**config.mk**
```make
export PLATFORM = sky130hd
export DESIGN_NAME = cmd_issuer
export DESIGN_NICKNAME = d
export VERILOG_FILES = /design/src/rtl/cmd_issuer.sv
export SDC_FILE = /design/constraint.sdc
export NUM_CORES = 1
export LEC_CHECK = 0
export ABC_AREA = 0
export BUFFER_PORTS_ARGS = -buffer_cell sky130_fd_sc_hd__buf_2
export CAP_MARGIN = 20
export CORE_ASPECT_RATIO = 1.5
export CORE_UTILIZATION = 50
export CTS_BUF_LIST = sky130_fd_sc_hd__clkbuf_16
export DETAILED_ROUTE_END_ITERATION = 10
export PLACE_DENSITY_LB_ADDON = 0.25
export SLEW_MARGIN = 10
export SYNTH_ARGS = -nofsm -noshare
export SYNTH_HDL_FRONTEND = slang
export SYNTH_SLANG_ARGS = --single-unit
```
**constraint.sdc**
```tcl
create_clock -name clk -period 5.6 [get_ports clk]
set_input_delay 0.84 -clock clk [delete_from_list [all_inputs] [get_ports clk]]
set_output_delay 0.84 -clock clk [all_outputs]
set_load 0.01 [all_outputs]
```
**src/rtl/cmd_issuer.sv**
```systemverilog
// cmd_issuer: sequences one command/response exchange with a UART-attached
// hash engine.
//   Opcode 8'h01 sends the opcode and 16 hash bytes, then waits for an ACK byte.
//   Opcode 8'h02 sends the opcode, a 16-bit length and the streamed payload,
//   then waits for an ACK byte.
//   Opcode 8'h03 sends the opcode, then receives a 2-byte position and
//   19 characters.
// Ports
//   clk, reset (async, active-low)
//   cmd_start/cmd_op/cmd_hash/cmd_num_bytes : command request and arguments
//   data_in/data_valid/data_ready           : payload stream for opcode 8'h02
//   txd_start/txd_data/txd_busy             : UART transmit handshake
//   rxd_data/rxd_data_ready                 : UART receive strobe
//   busy/done/status                        : command progress and result
//   rsp_pos/rsp_char/rsp_char_valid         : match response for opcode 8'h03
//   leds                                    : current state code, for debug
//
// state    | meaning
// IDLE     | waiting for cmd_start
// TX_OP    | send opcode byte
// TX_HASH  | send 16 hash bytes, MSB first
// TX_LEN   | send 16-bit payload length, MSB first
// TX_DATA  | forward payload bytes from data_in
// RX_ACK   | wait for ACK/NACK byte
// RX_POS   | receive 2-byte match position
// RX_CHARS | receive 19 match characters
// FINISH   | one-cycle done pulse, back to IDLE
module cmd_issuer #(
  parameter logic [23:0] TIMEOUT = 24'd1_000_000
) (
  input  logic         clk,
  input  logic         reset,
  input  logic         cmd_start,
  input  logic [7:0]   cmd_op,
  input  logic [127:0] cmd_hash,
  input  logic [15:0]  cmd_num_bytes,
  input  logic [7:0]   data_in,
  input  logic         data_valid,
  output logic         data_ready,
  input  logic         txd_busy,
  output logic         txd_start,
  output logic [7:0]   txd_data,
  input  logic [7:0]   rxd_data,
  input  logic         rxd_data_ready,
  output logic         busy,
  output logic         done,
  output logic [1:0]   status,
  output logic [15:0]  rsp_pos,
  output logic [7:0]   rsp_char,
  output logic         rsp_char_valid,
  output logic [7:0]   leds
);

  localparam logic [3:0] IDLE     = 4'd0;
  localparam logic [3:0] TX_OP    = 4'd1;
  localparam logic [3:0] TX_HASH  = 4'd2;
  localparam logic [3:0] TX_LEN   = 4'd3;
  localparam logic [3:0] TX_DATA  = 4'd4;
  localparam logic [3:0] RX_ACK   = 4'd5;
  localparam logic [3:0] RX_POS   = 4'd6;
  localparam logic [3:0] RX_CHARS = 4'd7;
  localparam logic [3:0] FINISH   = 4'd8;

  // Transmit slot tracking: after a strobe, the UART must be seen busy and
  // then idle again before the next byte may be issued.
  localparam logic [1:0] TXP_READY   = 2'd0;
  localparam logic [1:0] TXP_WAIT_HI = 2'd1;
  localparam logic [1:0] TXP_WAIT_LO = 2'd2;

  logic [3:0]   state_q, state_d;
  logic [7:0]   op_q, op_d;
  logic [127:0] hash_q, hash_d;
  logic [15:0]  num_q, num_d;
  logic [15:0]  cnt_q, cnt_d;
  logic [23:0]  tmo_q, tmo_d;
  logic [1:0]   txp_q, txp_d;
  logic         txd_start_q, txd_start_d;
  logic [7:0]   txd_data_q, txd_data_d;
  logic [1:0]   status_q, status_d;
  logic [15:0]  rsp_pos_q, rsp_pos_d;
  logic [7:0]   rsp_char_q, rsp_char_d;
  logic         rsp_char_valid_q, rsp_char_valid_d;

  logic         slot_free, in_rx, rx_hit, tmo_exp, issue;
  logic [7:0]   issue_byte;

  always_comb begin
    state_d          = state_q;
    op_d             = op_q;
    hash_d           = hash_q;
    num_d            = num_q;
    cnt_d            = cnt_q;
    txp_d            = txp_q;
    txd_start_d      = 1'b0;
    txd_data_d       = txd_data_q;
    status_d         = status_q;
    rsp_pos_d        = rsp_pos_q;
    rsp_char_d       = rsp_char_q;
    rsp_char_valid_d = 1'b0;
    issue            = 1'b0;
    issue_byte       = 8'h00;

    slot_free  = (txp_q == TXP_READY) && !txd_busy;
    in_rx      = (state_q == RX_ACK) || (state_q == RX_POS) || (state_q == RX_CHARS);
    rx_hit     = in_rx && rxd_data_ready;
    // A byte arriving on the expiry cycle wins over the timeout.
    tmo_exp    = in_rx && !rxd_data_ready && (tmo_q == TIMEOUT - 24'd1);
    data_ready = (state_q == TX_DATA) && slot_free;

    case (state_q)
      IDLE: begin
        if (cmd_start) begin
          if (cmd_op == 8'h01 || cmd_op == 8'h02 || cmd_op == 8'h03) begin
            op_d      = cmd_op;
            hash_d    = cmd_hash;
            num_d     = cmd_num_bytes;
            cnt_d     = 16'd0;
            status_d  = 2'd0;
            rsp_pos_d = 16'h0000;
            state_d   = TX_OP;
          end else begin
            status_d = 2'd3;
            state_d  = FINISH;
          end
        end
      end
      TX_OP: begin
        if (slot_free) begin
          issue      = 1'b1;
          issue_byte = op_q;
          cnt_d      = 16'd0;
          case (op_q)
            8'h01:   state_d = TX_HASH;
            8'h02:   state_d = TX_LEN;
            default: state_d = RX_POS;
          endcase
        end
      end
      TX_HASH: begin
        if (slot_free) begin
          issue      = 1'b1;
          issue_byte = hash_q[127:120];
          hash_d     = {hash_q[119:0], 8'h00};
          if (cnt_q == 16'd15) begin
            cnt_d   = 16'd0;
            state_d = RX_ACK;
          end else begin
            cnt_d = cnt_q + 16'd1;
          end
        end
      end
      TX_LEN: begin
        if (slot_free) begin
          issue = 1'b1;
          if (cnt_q[0]) begin
            issue_byte = num_q[7:0];
            cnt_d      = 16'd0;
            state_d    = (num_q == 16'd0) ? RX_ACK : TX_DATA;
          end else begin
            issue_byte = num_q[15:8];
            cnt_d      = 16'd1;
          end
        end
      end
      TX_DATA: begin
        if (data_valid && data_ready) begin
          issue      = 1'b1;
          issue_byte = data_in;
          if (cnt_q + 16'd1 == num_q) begin
            cnt_d   = 16'd0;
            state_d = RX_ACK;
          end else begin
            cnt_d = cnt_q + 16'd1;
          end
        end
      end
      RX_ACK: begin
        if (rx_hit) begin
          case (rxd_data)
            8'h01:   status_d = 2'd0;
            8'h00:   status_d = 2'd1;
            default: status_d = 2'd3;
          endcase
          state_d = FINISH;
        end else if (tmo_exp) begin
          status_d = 2'd2;
          state_d  = FINISH;
        end
      end
      RX_POS: begin
        if (rx_hit) begin
          if (cnt_q[0]) begin
            rsp_pos_d[7:0] = rxd_data;
            cnt_d          = 16'd0;
            state_d        = RX_CHARS;
          end else begin
            rsp_pos_d[15:8] = rxd_data;
            cnt_d           = 16'd1;
          end
        end else if (tmo_exp) begin
          status_d = 2'd2;
          state_d  = FINISH;
        end
      end
      RX_CHARS: begin
        if (rx_hit) begin
          rsp_char_d       = rxd_data;
          rsp_char_valid_d = 1'b1;
          if (cnt_q == 16'd18) begin
            cnt_d    = 16'd0;
            status_d = 2'd0;
            state_d  = FINISH;
          end else begin
            cnt_d = cnt_q + 16'd1;
          end
        end else if (tmo_exp) begin
          status_d = 2'd2;
          state_d  = FINISH;
        end
      end
      FINISH:  state_d = IDLE;
      default: state_d = IDLE;
    endcase

    case (txp_q)
      TXP_WAIT_HI: if (txd_busy)  txp_d = TXP_WAIT_LO;
      TXP_WAIT_LO: if (!txd_busy) txp_d = TXP_READY;
      default:     txp_d = TXP_READY;
    endcase
    if (issue) begin
      txd_start_d = 1'b1;
      txd_data_d  = issue_byte;
      txp_d       = TXP_WAIT_HI;
    end

    // Timer runs only while staying in an RX state with no byte arriving;
    // state entry and every received byte restart it.
    tmo_d = (in_rx && (state_d == state_q) && !rxd_data_ready) ? tmo_q + 24'd1 : 24'd0;
  end

  always_ff @(posedge clk or negedge reset) begin
    if (!reset) begin
      state_q          <= IDLE;
      op_q             <= 8'h00;
      hash_q           <= 128'h0;
      num_q            <= 16'h0000;
      cnt_q            <= 16'h0000;
      tmo_q            <= 24'h0;
      txp_q            <= TXP_READY;
      txd_start_q      <= 1'b0;
      txd_data_q       <= 8'h00;
      status_q         <= 2'd0;
      rsp_pos_q        <= 16'h0000;
      rsp_char_q       <= 8'h00;
      rsp_char_valid_q <= 1'b0;
    end else begin
      state_q          <= state_d;
      op_q             <= op_d;
      hash_q           <= hash_d;
      num_q            <= num_d;
      cnt_q            <= cnt_d;
      tmo_q            <= tmo_d;
      txp_q            <= txp_d;
      txd_start_q      <= txd_start_d;
      txd_data_q       <= txd_data_d;
      status_q         <= status_d;
      rsp_pos_q        <= rsp_pos_d;
      rsp_char_q       <= rsp_char_d;
      rsp_char_valid_q <= rsp_char_valid_d;
    end
  end

  assign txd_start      = txd_start_q;
  assign txd_data       = txd_data_q;
  assign status         = status_q;
  assign rsp_pos        = rsp_pos_q;
  assign rsp_char       = rsp_char_q;
  assign rsp_char_valid = rsp_char_valid_q;
  assign busy           = (state_q != IDLE) && (state_q != FINISH);
  assign done           = (state_q == FINISH);
  assign leds           = {4'b0000, state_q};

endmodule

```
==> impl_summary.md, run 1 <==
CTS
The number of levels in the clock H-tree is 1. Counting along the longest clock path gives a buffer depth of 3. The number of clock buffers added by TritonCTS is 24.

The clock-pin slew on the worst setup and hold paths is around 0.06 ns. The number of hold buffers added after cts is 0. The tree is rooted in a sky130_fd_sc_hd__clkbuf_16. The later-pin clock latency in the skew report is between 0.5 and 0.6 ns. The quantity of gates resized following cts is 0.

TritonCTS built the clock tree. The clock sink count is 234. In this run the post-CTS setup repair buffer count came out at 0.

Cells and area
The total of fill cells in the finished design is roughly 2000. The library cell used most frequently in the layout, excluding fill and tap cells, is sky130_fd_sc_hd__dfrtp_1. Cells with a size suffix above 1 make up a little over a fifth of the layout. The area of all placed cells without fillers is between 10000 and 15000 um2. The net count of the finished layout is roughly 1500. The top cell types in the final layout, fill and taps aside, are 234 x sky130_fd_sc_hd__dfrtp_1, 215 x sky130_fd_sc_hd__buf_2, 186 x sky130_fd_sc_hd__nand2_1.

The register area is a little under 6000 um2. Relative to the synthesized area, the layout overhead comes to 17.52%. The area occupied by multi-input gates is 5330 um2.

Worst setup path
The setup path with the least slack is of type reg -> reg. For this run, the slowest stage of the critical path takes slightly above 0.8 ns. The kind of cell with the highest combined delay along the critical path is simple AND/OR/NAND/NOR gates. Walking the worst path, the cells encountered are inv_1 -> ha_1 -> xnor2_1 -> a2111oi_0 -> o2111ai_1 -> or4_1 -> nor3_4 -> nor2_1.

The launching element type of the critical path is a flip-flop. The slack of the worst reg-to-reg path is 1.89 ns. The slowest stage of the critical path belongs to the cell sky130_fd_sc_hd__dfrtp_1. Counting both buffers and inverters, the worst setup path holds a total of 1. In this run the worst path has a maximum fanout of 18. The worst setup path is captured at a flip-flop. Data on the critical path arrives at its endpoint at approximately 4.1 ns.

The worst endpoint required time is between 5 and 6 ns.

Pwr
The standby leakage power is 6.211 nW. The power after layout is approximately 0.0048 W. The worst IR drop on VDD is approximately 0.00023 V. Dividing total power by cell area gives a power density of roughly 350 nW/um2.

Drt
The routed design uses 14920 um of met2 wire. The number of vias in the routed layout is approximately 9100. For this block, the routed nets add up to ~29000 um of wire. The count of nets left with antenna violations once routing finished came out at 0. The number of design-rule violations left by the first detailed-router iteration is ~580.

The detailed-route wire length on metal 1 is 11480 um. The number of detailed-route iterations in the first pass is 5. The uppermost layer routed is met5. The number of remaining DRC errors is 0. Dividing the detail-routed via count by the number of cells gives between 5 and 6. The per-cell routed wire length is ~17 um. The amount of wire on met3 after detailed routing is ~1600 um.

Logic synthesis
The gate count after technology mapping is between 1000 and 1500. The mean post-synth cell area is about 9.8 um2. For this run, the register share of the synthesized area comes to between 50% and 60%. Counting flops and latches in the post-synthesis netlist gives 234.

The number of synthesized flops with an enable pin is 0. The synthesis warning total is 0. The most used flip-flop cell after synthesis is sky130_fd_sc_hd__dfrtp_1. Yosys mapped the design onto 59 distinct sky130hd cell types. For this run, asynchronously set or reset flops after synthesis account for 100.0%. The area of the mapped netlist is 11630 um2.

Floorplan
The die covers ~24000 um2. The region available for standard cell placement spans around 23000 um2. The number of placement rows is 68. Once the floorplan was initialized, standard cells occupied roughly half of the core. The die is between 100 and 150 um wide. The die is 188.8 um tall.

The number of top-level design ports is approximately 220.

STA
On the final layout, the worst clock skew is around 0.0093 ns. In this run the tightest slew margin relative to its limit is slightly below 40%. In the final timing run, aggregate negative setup slack is 0 ns. Derived from the worst setup path, the maximum achievable clock frequency is around 0.27 GHz. The shortest period the worst path allows is 3.708 ns. The number of failing setup endpoints in the final timing report is 0.

The number of pins exceeding their max-slew limit in the final report is 0. The number of hold violations in the final report came to 0. Setup repair after global routing left no endpoint under its margin. For the pin with the worst max-slew slack, the measured transition is 0.9157 ns.

After layout, the worst path uses around two thirds of the clock period.

Global routing
The via count of the first global-routing pass was 9347. Entering global routing, the biggest net connects between 100 and 150 pins. The number of antenna violations at the first check in global routing is 4. The total track usage is between 20% and 30%. The global-route wire length before repair is around 47000 um. For this run the aggregate overflow at the end of global routing stands at 0.

Min path
The tightest min-delay check is of the in -> async type.

Placed design
Routability-driven placement finished with a final weighted congestion of 0.9203. The count of input and output buffers is roughly 220. The cell area after placement is between 10000 and 15000 um2. Summed over all nets, the half-perimeter wirelength after detailed placement is between 20000 and 25000 um.

Run
The number of maximum-capacitance constraint violations is 0.

Status
The run finished with clean final reports.
[routing by layer]
layer / track usage, % / up-vias
met5: 0 / -
met4: 8.017 / 4
met3: 4.827 / 44
met2: 44.82 / 268
met1: 28.53 / 4326
li1: - / 4491
[layout make-up]
cell class | instances | share of cell area [%]
Clock buffer | 25 | 4.579
Inverter | 26 | 0.7143
Antenna cell | 2 | 0.03663
Tap cell | 280 | 2.564
Multi-Input combinational cell | 849 | 39.01
Clock inverter | 19 | 1.355
Timing Repair Buffer | 228 | 8.883
Sequential cell | 234 | 42.86
[sequential cells by signal, summed over array words and instances (netlist names)]
register / count
hash_q: 128
tmo_q: 24
cnt_q: 16
num_q: 16
rsp_pos: 16
op_q: 8
rsp_char: 8
txd_data: 8
state_q: 4
status: 2
txp_q: 2
rsp_char_valid: 1
txd_start: 1
[final timing paths]
path	depth (start not counted)	startpoint	endpoint
worst max-delay path	8	cnt_q[0]	cnt_q[13]
worst min-delay path	1	reset	cnt_q[7]
worst max register to register	8	cnt_q[0]	cnt_q[13]
worst min register to register	2	hash_q[78]	hash_q[78]
max in group asynchronous	2	reset	hash_q[100]
min in group clk	2	hash_q[78]	hash_q[78]
[cell families (layout without fill, tap and decap cells)]
logic type,after synthesis,in the layout,share of synthesized area (%)
AOI/OAI and AO/OA,244,244,12.09
xor gates and xnor gates,57,57,4.294
adders and majority gates,4,4,0.4305
buffers and inverters,108,298,4.025
DFF,234,234,50.37
muxes,152,152,13.33
other,1,6,0.03225
and+or+nand+nor,388,388,15.43
[Yosys cell counts, drive strengths merged (6+ instances only)]
library cell	number	share of area, %
dfrtp	234	50
nand2	186	6.0
o21ai	165	7.1
mux2i	129	11
nor2	70	2.3
clkbuf	54	1.7
xnor2	39	2.9
nand3	38	1.6
buf	28	1.4
inv	26	0.84
mux2	23	2.2
a21oi	18	0.77
xor2	18	1.4
nor4	13	0.81
and3	12	0.65
nand4	11	0.59
nor2b	11	0.59
a211oi	10	0.65
nor3	10	0.53
a22oi	9	0.58
or4	9	0.58
a22o	8	0.60
nand2b	6	0.32
o22ai	6	0.32
[metrics by stage]
stage | std cells | setup WS, ns | hold WS (ns) | utilization [%]
final | 1663 | 1.892 | 0.3565 | 59.70
after global routing | 1663 | 1.636 | 0.4679 | 59.70
after CTS | 1659 | 1.887 | 0.4373 | 59.52
after detailed placement | 1615 | 1.810 | 0.4703 | 55.98
after global placement | 1615 | 1.906 | 0.4588 | 55.98
after floorplan | 1191 | 2.636 | 0.4496 | -
[where the power goes]
part	internal (W)	switching, W
Combinational	0.000348	0.000383
Sequential	0.00213	0.000312
Clock	0.000989	0.000665
Total	0.00347	0.00136
[worst reg2reg max path: stages (launching register included)]
cell                        delay [ns]
sky130_fd_sc_hd__dfrtp_1          0.83
sky130_fd_sc_hd__inv_1            0.30
sky130_fd_sc_hd__ha_1             0.41
sky130_fd_sc_hd__xnor2_1          0.14
sky130_fd_sc_hd__a2111oi_0        0.47
sky130_fd_sc_hd__o2111ai_1        0.17
sky130_fd_sc_hd__or4_1            0.56
sky130_fd_sc_hd__nor3_4           0.57
sky130_fd_sc_hd__nor2_1           0.12
Note: power is estimated with default switching activity, not from simulation.
==> run 2, diff against run 1 <==
--- a/config.mk
+++ b/config.mk
@@ -5,7 +5,7 @@
 export SDC_FILE = /design/constraint.sdc
 export NUM_CORES = 1
 export LEC_CHECK = 0
-export ABC_AREA = 0
+export ABC_AREA = 1
 export BUFFER_PORTS_ARGS = -buffer_cell sky130_fd_sc_hd__buf_2
 export CAP_MARGIN = 20
 export CORE_ASPECT_RATIO = 1.5
==> constraint.sdc (replaced) <==
create_clock -name clk -period 3.8 [get_ports clk]
set_input_delay 0.57 -clock clk [delete_from_list [all_inputs] [get_ports clk]]
set_output_delay 0.57 -clock clk [all_outputs]
set_load 0.01 [all_outputs]
==> run 2 against run 1 <==
- via count grew 14%
- clock-buffer cell count is the same
- area after synthesis grew 2.2%
- cell count grew 19%
- worst hold slack lost 0.28 ns
- sequential power grew 37%
- clock power grew 44%
- first-iteration DRC count grew 33%
- core utilization grew 0.56 points
- clock skew shrank 0.0013 ns
- synthesized cell count grew 23%
- sequential share of layout area shrank 0.87 points
- critical endpoint is now cnt_q[9]
- highest routed layer unchanged
==> impl_summary.md, run 2 <==
Global routing
The largest net degree at the start of global routing is 231 (+59%). The aggregate global routing overflow is 0 (unchanged). The total track usage is 24.99% (+0.46 points). The global-route wire length before repair came to 48730 um (+4.5%). The number of antenna violations at the first check in global routing is 5 (+1). The via count of the first global-routing pass is 9988 (+6.9%).

Status
The flow ran to the end, and the final reports show no timing, DRC or antenna violations.

Drt
The number of remaining DRC errors is 0 (unchanged). The number of routed nets with antenna violations is 0 (unchanged). The amount of wire on met3 after detailed routing is 1984 um (+22%). The sum of routed wire length over all layers is 30390 um (+5.5%). The uppermost layer routed is met5. The number of detailed-route iterations in the first pass is 5 (unchanged). The number of design-rule violations left by the first detailed-router iteration is 775 (+33%).

The detailed-route wire length on metal 1 is 12320 um (+7.2%). The wire length on met2 is 15190 um (+1.8%). The per-cell routed wire length is 15.35 um (-11%). The per-cell via count in the routed design is 5.276 (-3.9%).

The number of vias in the routed layout came to 10450 (+14%).

Cells and area
The commonest non-fill, non-tap cell in the layout is sky130_fd_sc_hd__nand2_1. The flip-flop count of the largest register after layout is 128 (unchanged). The largest register by flop count is hash_q. The fraction of layout cells with a size suffix above 1 was 18.47% (-2.7 points). The area of all placed cells without fillers is 13950 um2 (+2.1%). The area occupied by multi-input gates is 4935 um2 (-7.4%). The register area is 5856 um2 (unchanged).

The total of fill cells in the finished design is 2149 (+9.1%). The core utilization of the finished layout was 60.26% (+0.56 points). In the final layout, the registers with the most flip-flops are hash_q x128, tmo_q x24.

The library cells used most frequently in the layout, excluding fill and tap cells, are 323 x sky130_fd_sc_hd__nand2_1, 234 x sky130_fd_sc_hd__dfrtp_1, 215 x sky130_fd_sc_hd__buf_2. The layout overhead on the synthesized area is 17.39%. The net count of the finished layout came to 1822 (+18%).

Worst setup path
The worst endpoint required time is 4.25 ns (-1.72 ns). The depth of the worst register-to-register path is 12 (+4). The count of buffering cells on the critical path with inverters included was 3 (+2). The launching element type of the critical path is a flip-flop. Tracing the worst setup path back leads to its startpoint at state_q[0]. The maximum cell stage delay along the critical path was 0.55 ns (-0.28 ns). The cell family contributing the most delay on the critical path is simple AND/OR/NAND/NOR gates.

The reg-to-reg critical path endpoint is cnt_q[9]. The slack of the worst reg-to-reg path came to 1.05 ns (-0.84 ns). The most critical setup path has its endpoint at cnt_q[9]. The most used cell along the critical path is sky130_fd_sc_hd__nand2_1. The critical path goes through nor2_2 -> nand2_1 -> nor2_1 -> nand2_1 -> inv_2 -> o21ai_2 -> buf_4 -> nor2_4 -> inv_1 -> nor2_1 -> nand2_1 -> nand2_1. The worst setup path is captured at a flip-flop. The arrival time at the worst endpoint is 3.20 ns (-0.87 ns). The highest net fanout along the worst path is 17 (-1). The number of stages on the worst setup path came to 12 (+4). The worst setup path is of the reg -> reg kind. For this design, the slowest cell found on the critical path is sky130_fd_sc_hd__dfrtp_1. The critical register-to-register path startpoint is state_q[0].

STA
The final setup skew was 0.008049 ns (-0.001252 ns). Setup repair after global routing left no endpoint under its margin. The shortest period the worst path allows is 2.750 ns (-0.9582 ns).

The slew at the pin closest to its max-slew limit is 0.9455 ns (+0.02976 ns). The number of hold violations in the final report is 0 (unchanged). The setup TNS came to 0 ns (unchanged). The ratio of final minimum period to clock period is 72.37% (+6.1 points). The tightest slew margin relative to the limit is 36.97% (-2.0 points). The number of pins exceeding their max-slew limit in the final report is 0 (unchanged). The number of failing setup endpoints in the final timing report came to 0 (unchanged).

The peak clock frequency supported by timing came to 0.3636 GHz (+35%).

Pwr
The worst IR drop on VDD is 0.0005308 V (+130%). The standby leakage power came to 7.241 nW (+17%). The power density over cell area is 582.5 nW/um2 (+65%).

Logic synthesis
The mean post-synth cell area was 8.109 um2 (-17%). Ranked by total cell area, the synthesized netlist is headed by sky130_fd_sc_hd__dfrtp_1 49%, sky130_fd_sc_hd__nand2_1 10%, sky130_fd_sc_hd__o211ai_1 7.0%. The synthesis warning total is 0 (unchanged). The gate count after technology mapping was 1465 (+23%). The post-synthesis sequential element count was 234 (unchanged). The count of different cell masters after synthesis was 41 (-31%). sky130_fd_sc_hd__nand2_1 is the most common cell in the netlist. In the synthesized netlist the dominant register cell turns out to be sky130_fd_sc_hd__dfrtp_1. The fraction of synthesis flops using an asynchronous set or reset pin is 100.0% (unchanged).

The number of synthesized flops with an enable pin was 0 (unchanged). The share of synthesized area occupied by flip-flops and latches was 49.29% (-1.1 points). The synthesized design spends more area on one cell type than any other, namely sky130_fd_sc_hd__dfrtp_1.

The fraction of synthesized cell area taken by the top area cell type was 49.29% (-1.1 points). The area of the mapped netlist is 11880 um2 (+2.2%). Counting instances in the post-synthesis netlist gives the leading cell types as 323 x sky130_fd_sc_hd__nand2_1, 234 x sky130_fd_sc_hd__dfrtp_1, 191 x sky130_fd_sc_hd__inv_1, 136 x sky130_fd_sc_hd__nor2_1, 111 x sky130_fd_sc_hd__o211ai_1.

Placed design
The cell area after placement was 13150 um2 (+2.6%). The count of input and output buffers was 216 (unchanged). The routability congestion estimate from global placement is 0.9309 (+1.2%). The detailed-placement wirelength estimate is 21360 um (+4.9%).

Floorplan
The number of top-level design ports is 221 (unchanged). The width of the die came to 127.9 um (+1.1%). The die outline area is 24390 um2 (+2.2%). The area of the core is 23140 um2 (+1.1%). The number of placement rows is 68 (unchanged). The starting density of the core is 51.34% (+0.54 points). The die height is 190.8 um (+1.1%).

CTS
The CTS root buffer is sky130_fd_sc_hd__clkbuf_16. The number of hold buffers added after cts was 0 (unchanged). The TritonCTS clock tree is done. The clock sink count is 234 (unchanged).

The TritonCTS buffer count is 24 (unchanged). The post-CTS setup-driven buffer insertion count was 0 (unchanged). The quantity of gates resized following cts is 0 (unchanged). The number of levels in the clock H-tree is 1 (unchanged). The clock-pin slew on the worst setup and hold paths is 0.06 ns (about the same). The later-pin clock latency in the skew report is 0.51 ns (about the same). The clock tree buffer depth was 3 (unchanged).

Min path
The tightest min-delay check is of the in -> async type.

Run
The number of maximum-capacitance constraint violations is 0 (unchanged).
run 2: layout make-up:
type	count	area share, %
multi-input combinational	958	35.38
inverter	200	5.383
antenna	3	0.05383
tap	315	2.826
clock inverter	19	1.157
sequential	234	41.99
clock buffer	25	4.486
timing repair buffer	226	8.721
run 2: cells by family (layout without fill, tap and decap cells):
family / after synthesis / after routing / share of synthesized area [%]
AOI/OAI and AO/OA: 311 / 311 / 16.21
xor gates and xnor gates: 24 / 24 / 1.769
adders and majority gates: 4 / 4 / 0.4213
buffers and inverters: 276 / 470 / 9.373
DFF: 234 / 234 / 49.29
muxes: 21 / 21 / 1.991
other: 1 / 7 / 0.03157
and+or+nand+nor: 594 / 594 / 20.92
run 2: per-stage QoR:
stage	setup WS (ns)	power (W)	hold WS, ns	cells
global route	0.8576	0.008692	0.1337	1979
floorplan	1.557	0.005162	0.2744	1468
global placement	1.118	0.005728	0.4409	1933
CTS	1.127	0.008198	0.1169	1977
finish	1.050	0.008124	0.07526	1980
detailed placement	0.9817	0.005801	0.4515	1933
run 2: worst min path at each step:
| stage | startpoint | endpoint |
|---|---|---|
| floorplan | reset | cnt_q[0] |
| global placement | tmo_q[0] | tmo_q[0] |
| detailed placement | op_q[7] | op_q[7] |
| CTS | reset | cnt_q[15] |
| global route | reset | num_q[7] |
| finish | reset | cnt_q[5] |
run 2: routing by layer:
layer	global-route usage (%)	vias to the layer above
li1	-	5172
met2	43.42	322
met1	30.87	4872
met5	0	-
met3	5.247	74
met4	7.964	6
run 2: power breakdown:
| group | total, W | switching (W) | internal, W | leakage, nW |
|---|---|---|---|---|
| Sequential | 0.00335 | 0.000261 | 0.00309 | 3.07 |
| Combinational | 0.00241 | 0.00159 | 0.000818 | 3.76 |
| Clock | 0.00237 | 0.000976 | 0.00139 | 0.405 |
==> run 3, diff against run 2 <==
==> constraint.sdc (replaced) <==
create_clock -name clk -period 2.3 [get_ports clk]
set_input_delay 0.345 -clock clk [delete_from_list [all_inputs] [get_ports clk]]
set_output_delay 0.345 -clock clk [all_outputs]
set_load 0.01 [all_outputs]
==> run 3 against run 2 <==
- setup slack lost 0.93 ns
- wire length up 1.7%
- power increased by 73%
- clock skew rose by 0.0088 ns
- combinational power is 87% higher
- core utilization rose by 2.7 points
- non-clock buffer count up 48
- register-to-register slack worse by 0.93 ns
- sequential share of layout area is 1.8 points lower
- critical endpoint is now cnt_q[1]
- largest cell class unchanged
- largest power group unchanged
==> impl_summary.md, run 3 (synthesized netlist as in run 2, its figures left out) <==
Status
The run finished with clean final reports.

Worst setup path
STA classifies the critical path endpoint as a flip-flop. The launching element type of the critical path is a flip-flop. The slack of the worst reg-to-reg path is 0.12 ns (-0.93 ns). The arrival time at the worst endpoint was 2.59 ns (-0.61 ns). The highest net fanout along the worst path is 7 (-10). The reg-to-reg critical path endpoint is cnt_q[1].

The depth of the worst register-to-register path is 13 (+1). The most critical setup path has its endpoint at cnt_q[1]. The startpoint identified for the worst register-to-register timing path is cnt_q[8].

The critical path start-end classification is reg -> reg. The first element of the critical path is cnt_q[8]. The worst endpoint required time is 2.70 ns (-1.55 ns).

Global routing
The aggregate global routing overflow is 0 (unchanged). The number of antenna violations at the first check in global routing is 4 (-1). The via count of the first global-routing pass is 10560 (+5.7%). The global-route wire length before repair was 50180 um (+3.0%). The largest net degree at the start of global routing is 83 (-64%). The total track usage is 25.67% (+0.68 points).

STA
The number of hold violations in the final report came to 0 (unchanged). The tightest hold margin is 0.05248 ns (-0.02278 ns). The peak clock frequency supported by timing is 0.4581 GHz (+26%). The final setup skew is 0.01684 ns (+0.008787 ns).

The shortest period the worst path allows is 2.183 ns (-0.5669 ns). The slew at the pin closest to its max-slew limit is 0.5168 ns (-0.4287 ns). The tightest slew margin relative to the limit was 65.55% (+29 points). The ratio of final minimum period to clock period was 94.91% (+23 points). The number of failing setup endpoints in the final timing report is 0 (unchanged). The number of pins exceeding their max-slew limit in the final report is 0 (unchanged). Setup repair after global routing could not meet its margin everywhere.

Floorplan
The die outline area was 24390 um2 (unchanged). The width of the die was 127.9 um (unchanged). The number of placement rows is 68 (unchanged). The number of top-level design ports is 221 (unchanged). The starting density of the core came to 51.34% (unchanged). The area of the core came to 23140 um2 (unchanged).

The die height was 190.8 um (unchanged).

CTS
The TritonCTS buffer count is 24 (unchanged). The number of levels in the clock H-tree is 1 (unchanged). TritonCTS built the clock tree.

The clock-pin slew on the worst setup and hold paths is 0.07 ns (about the same). The clock sink count is 234 (unchanged). The later-pin clock latency in the skew report is 0.52 ns (about the same). The CTS root buffer is sky130_fd_sc_hd__clkbuf_16. The clock tree buffer depth is 3 (unchanged).

Pwr
The sequential share of power is 39.2% (-2.0 points). The proportion of total power due to net switching was 34.48% (-0.32 points). The power density over cell area came to 964.8 nW/um2 (+66%).

The power spent charging and discharging nets is 0.004846 W (+71%). The clock network fraction of design power is 28.8% (-0.3 points). The standby leakage power is 7.536 nW (+4.1%).

The internal power summed over all cells is 0.009207 W (+74%). The worst IR drop on VDD is 0.0008627 V (+63%). The logic gate share of total power was 32.0% (+2.4 points).

Min path
The startpoint identified for the worst hold timing path is data_in[0]. The path class of the tightest hold or removal check is in -> reg.

Drt
The number of remaining DRC errors is 0 (unchanged). The number of routed nets with antenna violations is 0 (unchanged). The per-cell routed wire length is 15.24 um (-0.68%). The number of design-rule violations left by the first detailed-router iteration is 736 (-5.0%).

The sum of routed wire length over all layers is 30900 um (+1.7%). The number of detailed-route iterations in the first pass is 5 (unchanged). The per-cell via count in the routed design is 5.311 (+0.67%). The number of vias in the routed layout is 10770 (+3.1%).

Run
The number of maximum-capacitance constraint violations is 0 (unchanged).

Placed design
The detailed-placement wirelength estimate was 22320 um (+4.5%). The cell area after placement is 13610 um2 (+3.5%). The routability congestion estimate from global placement is 0.9918 (+6.5%). The count of input and output buffers is 216 (unchanged).

Cells and area
The area of all placed cells without fillers is 14570 um2 (+4.5%). The layout overhead on the synthesized area is 22.61%. The commonest non-fill, non-tap cell in the layout is sky130_fd_sc_hd__nand2_1.

Counting flops per register, the top entry is hash_q. The core utilization of the finished layout is 62.94% (+2.7 points). The fraction of layout cells with a size suffix above 1 is 22.05% (+3.6 points). In the layout the commonest cells are 322 x sky130_fd_sc_hd__nand2_1, 230 x sky130_fd_sc_hd__dfrtp_1, 215 x sky130_fd_sc_hd__buf_2.

The flip-flop count of the largest register after layout is 128 (unchanged). The largest registers in the layout are hash_q x128, tmo_q x24. The net count of the finished layout came to 1871 (+2.7%).
==> run 3: final cells by class <==
cell class                 instances  area (um2)
antenna                            2       5.005
clock buffer                      25       625.6
fill                            2104        8576
clock inverter                    18       196.4
timing repair buffer             274        1695
inverter                         200       750.7
sequential                       234        5861
tap                              315       394.1
multi-input combinational        959        5039
==> run 3: power groups by stage <==
stage / sequential (W) / clock, W / combinational, W
floorplan: 0.00549 / 0 / 0.00304
global placement: 0.00553 / 0 / 0.00433
detailed placement: 0.00556 / 0 / 0.00443
CTS: 0.00550 / 0.00414 / 0.00448
global route: 0.00561 / 0.00431 / 0.00508
finish: 0.00551 / 0.00405 / 0.00450
==> run 3: metal layers <==
| layer | vias to the layer above | global-route usage [%] | wire, um |
|---|---|---|---|
| met4 | 4 | 10.32 | 1222 |
| met1 | 5020 | 30.93 | 12250 |
| met3 | 99 | 4.770 | 2104 |
| met2 | 369 | 44.94 | 15310 |
| met5 | - | 0 | 18 |
| li1 | 5274 | - | - |
==> run 3: what timing repair did <==
item / CTS / global route
endpoints found under the setup margin: 0 / 41
buffers inserted: 0 / 1
hold buffers: 1 / 0
hold endpoints to repair: 53 / 0
resized for setup: 0 / 26
==> run 3: per-stage QoR <==
step	TNS, ns	cells	total power [W]	worst slack, ns
3_3_place_gp	0	1979	0.009860	0.1303
2_1_floorplan	0	1468	0.008529	0.05709
4_1_cts	0	2023	0.01411	0.0001406
5_1_grt	-0.1080	2026	0.01500	-0.02687
3_5_place_dp	0	1979	0.009990	0.02451
6_report	0	2027	0.01405	0.1170
==> run 3: how the worst min path moves through the flow <==
stage | end | slack [ns] | cells past startpoint
2_1_floorplan | cnt_q[0] | 0.05 | 0
3_3_place_gp | num_q[14] | 0.32 | 1
3_5_place_dp | num_q[7] | 0.33 | 1
4_1_cts | txd_data[0] | 0.04 | 3
5_1_grt | num_q[3] | 0.04 | 2
6_report | txd_data[0] | 0.05 | 3
==> run 3: worst max-delay path: stages, from the launching register on <==
cell and delay (ns):
sky130_fd_sc_hd__dfrtp_1 0.47, sky130_fd_sc_hd__nand2_1 0.12, sky130_fd_sc_hd__nor2_1 0.33, sky130_fd_sc_hd__nand4_1 0.19
sky130_fd_sc_hd__nand2_1 0.12, sky130_fd_sc_hd__nand2_1 0.05, sky130_fd_sc_hd__nand2_1 0.07, sky130_fd_sc_hd__nand2_1 0.05
sky130_fd_sc_hd__nor2_1 0.13, sky130_fd_sc_hd__nand3_2 0.13, sky130_fd_sc_hd__nand2_4 0.17, sky130_fd_sc_hd__nand2_8 0.10
sky130_fd_sc_hd__nand3_1 0.09, sky130_fd_sc_hd__nand2_1 0.06
